[src/rtl/ifu_pkg.sv]
// Shared types and constants for the instruction-fetch unit.
package ifu_pkg;

  localparam int IFU_INST_BYTES = 4;

  typedef struct packed {
    logic [31:0] inst;
    logic [63:0] pc;
  } ifu_entry_t;

endpackage

[src/rtl/ifu_inst_fifo.sv]
// Synchronous instruction buffer; flush resets both pointers and wins over push/pop.
module ifu_inst_fifo
  import ifu_pkg::*;
#(
  parameter int DEPTH = 4
) (
  input  logic                   clk,
  input  logic                   rst_n,
  input  logic                   flush,
  input  logic                   push,
  input  ifu_entry_t             push_data,
  input  logic                   pop,
  output ifu_entry_t             head,
  output logic [$clog2(DEPTH):0] count,
  output logic                   empty
);

  localparam int AW = $clog2(DEPTH);

  logic [AW:0] wr_ptr_q, wr_ptr_d;
  logic [AW:0] rd_ptr_q, rd_ptr_d;
  ifu_entry_t  mem_q [DEPTH];
  ifu_entry_t  mem_d [DEPTH];
  logic        full;

  // The extra pointer MSB distinguishes full from empty when the indices match.
  assign empty = (wr_ptr_q == rd_ptr_q);
  assign full  = (wr_ptr_q[AW] != rd_ptr_q[AW]) && (wr_ptr_q[AW-1:0] == rd_ptr_q[AW-1:0]);
  assign count = wr_ptr_q - rd_ptr_q;
  assign head  = mem_q[rd_ptr_q[AW-1:0]];

  always_comb begin
    mem_d    = mem_q;
    wr_ptr_d = wr_ptr_q;
    rd_ptr_d = rd_ptr_q;
    if (flush) begin
      wr_ptr_d = '0;
      rd_ptr_d = '0;
    end else begin
      if (push && !full) begin
        mem_d[wr_ptr_q[AW-1:0]] = push_data;
        wr_ptr_d = wr_ptr_q + 1'b1;
      end
      if (pop && !empty) begin
        rd_ptr_d = rd_ptr_q + 1'b1;
      end
    end
  end

  always_ff @(posedge clk or negedge rst_n) begin
    if (!rst_n) begin
      wr_ptr_q <= '0;
      rd_ptr_q <= '0;
    end else begin
      wr_ptr_q <= wr_ptr_d;
      rd_ptr_q <= rd_ptr_d;
    end
  end

  always_ff @(posedge clk) begin
    mem_q <= mem_d;
  end

endmodule

[src/rtl/ifu_fetch.sv]
// Instruction-fetch front end: sequential PC generation, in-order memory requests,
// buffered delivery to decode, redirect flush. Optional IFU_PERF_CNT_EN adds perf counters.
module ifu_fetch
  import ifu_pkg::*;
#(
  parameter logic [63:0] RESET_PC   = 64'h8000_0000,
  parameter int          FIFO_DEPTH = 4,
  parameter int          MAX_OUTST  = 4
) (
  input  logic        clk,
  input  logic        rst_n,
  input  logic        ifetch_taken,
  input  logic [63:0] ifetch_taken_pc,
  output logic        imem_req_vld,
  input  logic        imem_req_rdy,
  output logic [63:0] imem_req_addr,
  input  logic        imem_rsp_vld,
  input  logic [31:0] imem_rsp_data,
  output logic        dec_inst_vld,
  input  logic        dec_inst_rdy,
  output logic [31:0] dec_inst,
  output logic [63:0] dec_pc
`ifdef IFU_PERF_CNT_EN
  ,
  output logic [63:0] perf_fetched,
  output logic [63:0] perf_dropped,
  output logic [63:0] perf_redirects
`endif
);

  localparam int CW = $clog2(MAX_OUTST + 1);
  localparam int FW = $clog2(FIFO_DEPTH) + 1;

  logic [63:0]   pc_q, pc_d;
  logic [63:0]   rsp_pc_q, rsp_pc_d;
  logic [CW-1:0] outst_cnt_q, outst_cnt_d;
  logic [CW-1:0] drop_cnt_q, drop_cnt_d;
  logic          run_q, run_d;

  logic [FW-1:0] fifo_cnt;
  logic          fifo_empty;
  ifu_entry_t    fifo_head;
  ifu_entry_t    push_entry;
  logic [63:0]   target_pc;
  logic          issue, rsp_drop, push, pop;

  assign target_pc = ifetch_taken_pc & ~64'h3;

  // run_q holds requests off until the first clock after reset release.
  assign imem_req_vld = run_q && !ifetch_taken
                        && (int'(outst_cnt_q) < MAX_OUTST)
                        && (int'(outst_cnt_q) + int'(fifo_cnt) < FIFO_DEPTH);
  assign imem_req_addr = pc_q;
  assign issue         = imem_req_vld && imem_req_rdy;

  assign rsp_drop = imem_rsp_vld && (drop_cnt_q != '0);
  assign push     = imem_rsp_vld && !rsp_drop && !ifetch_taken;
  assign pop      = dec_inst_vld && dec_inst_rdy;

  assign push_entry.inst = imem_rsp_data;
  assign push_entry.pc   = rsp_pc_q;

  assign dec_inst_vld = !fifo_empty && !ifetch_taken;
  assign dec_inst     = fifo_empty ? 32'd0 : fifo_head.inst;
  assign dec_pc       = fifo_empty ? 64'd0 : fifo_head.pc;

  ifu_inst_fifo #(.DEPTH(FIFO_DEPTH)) u_fifo (
    .clk       (clk),
    .rst_n     (rst_n),
    .flush     (ifetch_taken),
    .push      (push),
    .push_data (push_entry),
    .pop       (pop),
    .head      (fifo_head),
    .count     (fifo_cnt),
    .empty     (fifo_empty)
  );

  always_comb begin
    run_d       = 1'b1;
    pc_d        = pc_q;
    rsp_pc_d    = rsp_pc_q;
    outst_cnt_d = outst_cnt_q + CW'(issue) - CW'(imem_rsp_vld);
    drop_cnt_d  = drop_cnt_q;
    if (issue) pc_d = pc_q + 64'(IFU_INST_BYTES);
    if (push) rsp_pc_d = rsp_pc_q + 64'(IFU_INST_BYTES);
    if (rsp_drop) drop_cnt_d = drop_cnt_q - CW'(1);
    // Every request still outstanding after this cycle belongs to the old stream;
    // drop_cnt never exceeds outst_cnt, so this also absorbs an earlier redirect.
    if (ifetch_taken) begin
      pc_d       = target_pc;
      rsp_pc_d   = target_pc;
      drop_cnt_d = outst_cnt_q - CW'(imem_rsp_vld);
    end
  end

  always_ff @(posedge clk or negedge rst_n) begin
    if (!rst_n) begin
      run_q       <= 1'b0;
      pc_q        <= RESET_PC;
      rsp_pc_q    <= RESET_PC;
      outst_cnt_q <= '0;
      drop_cnt_q  <= '0;
    end else begin
      run_q       <= run_d;
      pc_q        <= pc_d;
      rsp_pc_q    <= rsp_pc_d;
      outst_cnt_q <= outst_cnt_d;
      drop_cnt_q  <= drop_cnt_d;
    end
  end

`ifdef IFU_PERF_CNT_EN
  function automatic logic [63:0] sat_inc(input logic [63:0] v, input logic en);
    return (en && (v != '1)) ? v + 64'd1 : v;
  endfunction

  logic [63:0] perf_fetched_q, perf_fetched_d;
  logic [63:0] perf_dropped_q, perf_dropped_d;
  logic [63:0] perf_redirects_q, perf_redirects_d;

  always_comb begin
    perf_fetched_d   = sat_inc(perf_fetched_q, push);
    perf_dropped_d   = sat_inc(perf_dropped_q, imem_rsp_vld && !push);
    perf_redirects_d = sat_inc(perf_redirects_q, ifetch_taken);
  end

  always_ff @(posedge clk or negedge rst_n) begin
    if (!rst_n) begin
      perf_fetched_q   <= '0;
      perf_dropped_q   <= '0;
      perf_redirects_q <= '0;
    end else begin
      perf_fetched_q   <= perf_fetched_d;
      perf_dropped_q   <= perf_dropped_d;
      perf_redirects_q <= perf_redirects_d;
    end
  end

  assign perf_fetched   = perf_fetched_q;
  assign perf_dropped   = perf_dropped_q;
  assign perf_redirects = perf_redirects_q;
`endif

endmodule
[config.mk]
export PLATFORM = sky130hd
export DESIGN_NAME = ifu_fetch
export DESIGN_NICKNAME = d
export VERILOG_FILES = /design/src/rtl/ifu_pkg.sv /design/src/rtl/ifu_inst_fifo.sv /design/src/rtl/ifu_fetch.sv
export SDC_FILE = /design/constraint.sdc
export NUM_CORES = 1
export LEC_CHECK = 0
export ABC_AREA = 0
export BUFFER_PORTS_ARGS = -buffer_cell sky130_fd_sc_hd__buf_2
export CORE_ASPECT_RATIO = 0.6
export CORE_UTILIZATION = 45
export DETAILED_ROUTE_END_ITERATION = 7
export GPL_ROUTABILITY_DRIVEN = 0
export PLACE_DENSITY = 0.64
export SYNTH_ARGS = -nofsm -noshare
export SYNTH_HDL_FRONTEND = slang
export SYNTH_SLANG_ARGS = --single-unit
[constraint.sdc]
create_clock -name clk -period 13.5 [get_ports clk]
set_input_delay 4.05 -clock clk [delete_from_list [all_inputs] [get_ports clk]]
set_output_delay 4.05 -clock clk [all_outputs]
set_load 0.1 [all_outputs]
==> reports/qor.yml <==
routed-via-count: 14118
cell_types_with_the_largest_area_share_after_synthesis: "sky130_fd_sc_hd__edfxtp_1, sky130_fd_sc_hd__dfrtp_1, sky130_fd_sc_hd__mux4_2, sky130_fd_sc_hd__nor2b_1, sky130_fd_sc_hd__nand2_1"
cts-htree-levels: 2
fin_worst_skew_ns: 0.0171
drv_cap: 0
cts_max_path_buffers: 3
total_track_usage_pct: 23.3
drt.antenna.violating_nets: 0
areaGrowthSynthToFinish_pct: 15.4
fill_cells: 4083
post-synth-top-area-fraction_pct: 50.8
ys_warn_count: 0
hold_violations: 0
via_per_inst: 5.81
slew_viol_final: 0
worstHoldPathType: "register to register"
grt_max_degree: 91
share_of_cells_above_drive_strength_1_pct: 27.1
worst_r2r_startpoint: "u_fifo.rd_ptr_q[0]"
yosys_most_used_dff: "sky130_fd_sc_hd__edfxtp_1"
biggest_fanout_along_the_worst_timing_path: 3
timing.reg2reg.setup_slack_ns: 8.19
worst_ep_arrival_time_ns: 4.88
power_density_nw_per_um2: 185
post-dp-hpwl_mm: 37.3
route.detailed.wl_per_inst_um: 23.9
syn-cell-area_sq_um: 22200
timing.setup.tns_ns: 0
num-nets-final: 1868
postCtsSetupBuffers: 0
place_inst: 2336
die_w_um: 289
floorplan.initialDensity_pct: 46.0
rsz_0062_raised_after_global_routing: "false"
tightestPinTransition_ns: 1.18
drt-total-wl_mm: 58.1
coreArea_sq_um: 48300
detail_route.first_pass.iterations: 5
antenna_violations_before_repair: 3
setup_crit_path_kind: "input pin to output port"
drt_drc_violations_left: 0
achievable-frequency_mhz: 112
grt_overflow_total: 0
ys_seq_elements: 513
worst_setup_hold_path_clk_slew_ns: 0.06
finalCritPeriodShare_pct: 66.1
num_io_pins: 264
slew_headroom_pct: 20.4
tritoncts_num_sinks: 513
port_buffers: 257
die-area_sq_um: 50300
netlist_instances: 1496
synth_seq_area_share_pct: 66.3
postSynthAreaPerCell_sq_um: 14.8
critical_path_required_ns: 9.45
cp-endpoint: "imem_req_vld"
fp-row-count: 62
crit_start: "ifetch_taken"
postCtsHoldBufs: 0
synth_async_sr_flop_share_pct: 26.7
cts.repair.resized: 0
die_h_um: 174
worst_r2r_path_depth: 14
setup_viol: 0
final-instance-count-excl-fill: 2430
run_status: "finished, final reports clean"
grt_pass1_wl_mm: 87.2
finalWorstPathRequiredPeriod_ns: 8.93
synth_top_area_cell: "sky130_fd_sc_hd__edfxtp_1"
cts_tree: "done"
final_common_cell: "sky130_fd_sc_hd__edfxtp_1"
cts_buffers: 49
peakVddDrop_mv: 0.0870
clk-insertion-delay-late_ns: 0.58
iteration_0_drc_count_of_the_detailed_router: 1234
power.leakage_nw: 9.17
mostFrequentLayoutCells: "sky130_fd_sc_hd__edfxtp_1, sky130_fd_sc_hd__buf_2, sky130_fd_sc_hd__dfrtp_1, sky130_fd_sc_hd__nand2_1"
critical_path.reg2reg.endpoint: "imem_req_addr[37]"
clock_tree.root_cell: "sky130_fd_sc_hd__clkbuf_16"
critical_path.endpoint_type: "output port"
yosys.cell_types.count: 64
start_kind: "input pin"
number_of_global_route_vias_before_repair: 13863
post_synth_edffs: 376
through the flow:
stage	area [sq um]	hold slack, ns	util (%)	worst slack (ns)	power [mW]
floorplan	22200	0.469	-	3.53	3.18
global placement	24200	0.489	50.1	4.55	3.49
detailed placement	24200	0.495	50.1	4.57	3.51
CTS	25600	0.504	53.1	4.57	4.78
global route	25600	0.536	53.1	4.54	4.92
finish	25600	0.499	53.1	4.57	4.74
final cells by class:
type / count / area, sq um / share of cell area, %
Antenna cell: 3 / 7.51 / 0.0293
Clock buffer: 74 / 1340 / 5.23
Clock inverter: 17 / 109 / 0.425
Inverter: 28 / 105 / 0.410
Multi-Input combinational cell: 881 / 7120 / 27.8
Sequential cell: 513 / 14700 / 57.5
Tap cell: 640 / 801 / 3.12
Timing Repair Buffer: 274 / 1420 / 5.55
report_power, final:
| group | total, mW | internal (mW) | switching [mW] |
|---|---|---|---|
| Sequential | 1.91 | 1.79 | 0.120 |
| Combinational | 1.55 | 0.323 | 1.23 |
| Clock | 1.28 | 0.689 | 0.588 |
| Total | 4.74 | 2.80 | 1.94 |
synth_stat cells (17+ instances only):
master	instances
sky130_fd_sc_hd__nand3_1	68
sky130_fd_sc_hd__nand2_1	116
sky130_fd_sc_hd__edfxtp_1	376
sky130_fd_sc_hd__nand4_1	43
sky130_fd_sc_hd__ha_1	17
sky130_fd_sc_hd__o211ai_1	22
sky130_fd_sc_hd__o311ai_0	17
sky130_fd_sc_hd__o21ai_0	73
sky130_fd_sc_hd__mux2_2	22
sky130_fd_sc_hd__clkbuf_1	59
sky130_fd_sc_hd__nor2b_1	94
sky130_fd_sc_hd__and3_1	23
sky130_fd_sc_hd__xor2_1	43
sky130_fd_sc_hd__xnor2_1	37
sky130_fd_sc_hd__mux4_2	94
sky130_fd_sc_hd__dfrtp_1	135
sky130_fd_sc_hd__inv_1	28
sky130_fd_sc_hd__nor2_1	52
sky130_fd_sc_hd__a21oi_1	22
registers in the layout, summed over array words and instances (netlist names):
| name | count |
|---|---|
| drop_cnt_q | 3 |
| u_fifo.mem_q | 376 |
| u_fifo.wr_ptr_q | 3 |
| imem_req_addr | 62 |
| run_q | 1 |
| u_fifo.rd_ptr_q | 3 |
| rsp_pc_q | 62 |
| outst_cnt_q | 3 |
cell families after synthesis:
group,synth area share [%]
flops,66.3
other cells,0.0338
mux,10.9
fa+ha+maj,1.14
xor+xnor,3.15
compound gates,4.70
simple gates,11.9
buf+inv,1.90
worst max-delay path, stage by stage:
cell,delay (ns)
sky130_fd_sc_hd__buf_4,0.12
sky130_fd_sc_hd__nor2_1,0.11
sky130_fd_sc_hd__nand2_1,0.06
sky130_fd_sc_hd__nor2_1,0.11
sky130_fd_sc_hd__buf_2,0.43
layer usage:
| metal | share of wire, % | vias to the layer above | global-route usage [%] |
|---|---|---|---|
| met5 | 0.079 | - | 0.673 |
| met4 | 2.2 | 2 | 5.66 |
| met3 | 7.9 | 83 | 4.96 |
| met2 | 44 | 550 | 33.7 |
| met1 | 46 | 7246 | 35.7 |
| li1 | - | 6237 | - |
worst min-delay path by stage:
stage                             from                  to  slack, ns  depth (start not counted)
global placement    u_fifo.wr_ptr_q[2]  u_fifo.wr_ptr_q[2]       0.49                          1
detailed placement  u_fifo.wr_ptr_q[2]  u_fifo.wr_ptr_q[2]       0.49                          1
finish              u_fifo.wr_ptr_q[2]  u_fifo.wr_ptr_q[2]       0.50                          1
CTS                 u_fifo.wr_ptr_q[2]  u_fifo.wr_ptr_q[2]       0.50                          1
floorplan           u_fifo.wr_ptr_q[2]  u_fifo.wr_ptr_q[2]       0.47                          1
global route        u_fifo.wr_ptr_q[2]  u_fifo.wr_ptr_q[2]       0.54                          1
No activity file was read; power rests on OpenSTA's default activity.
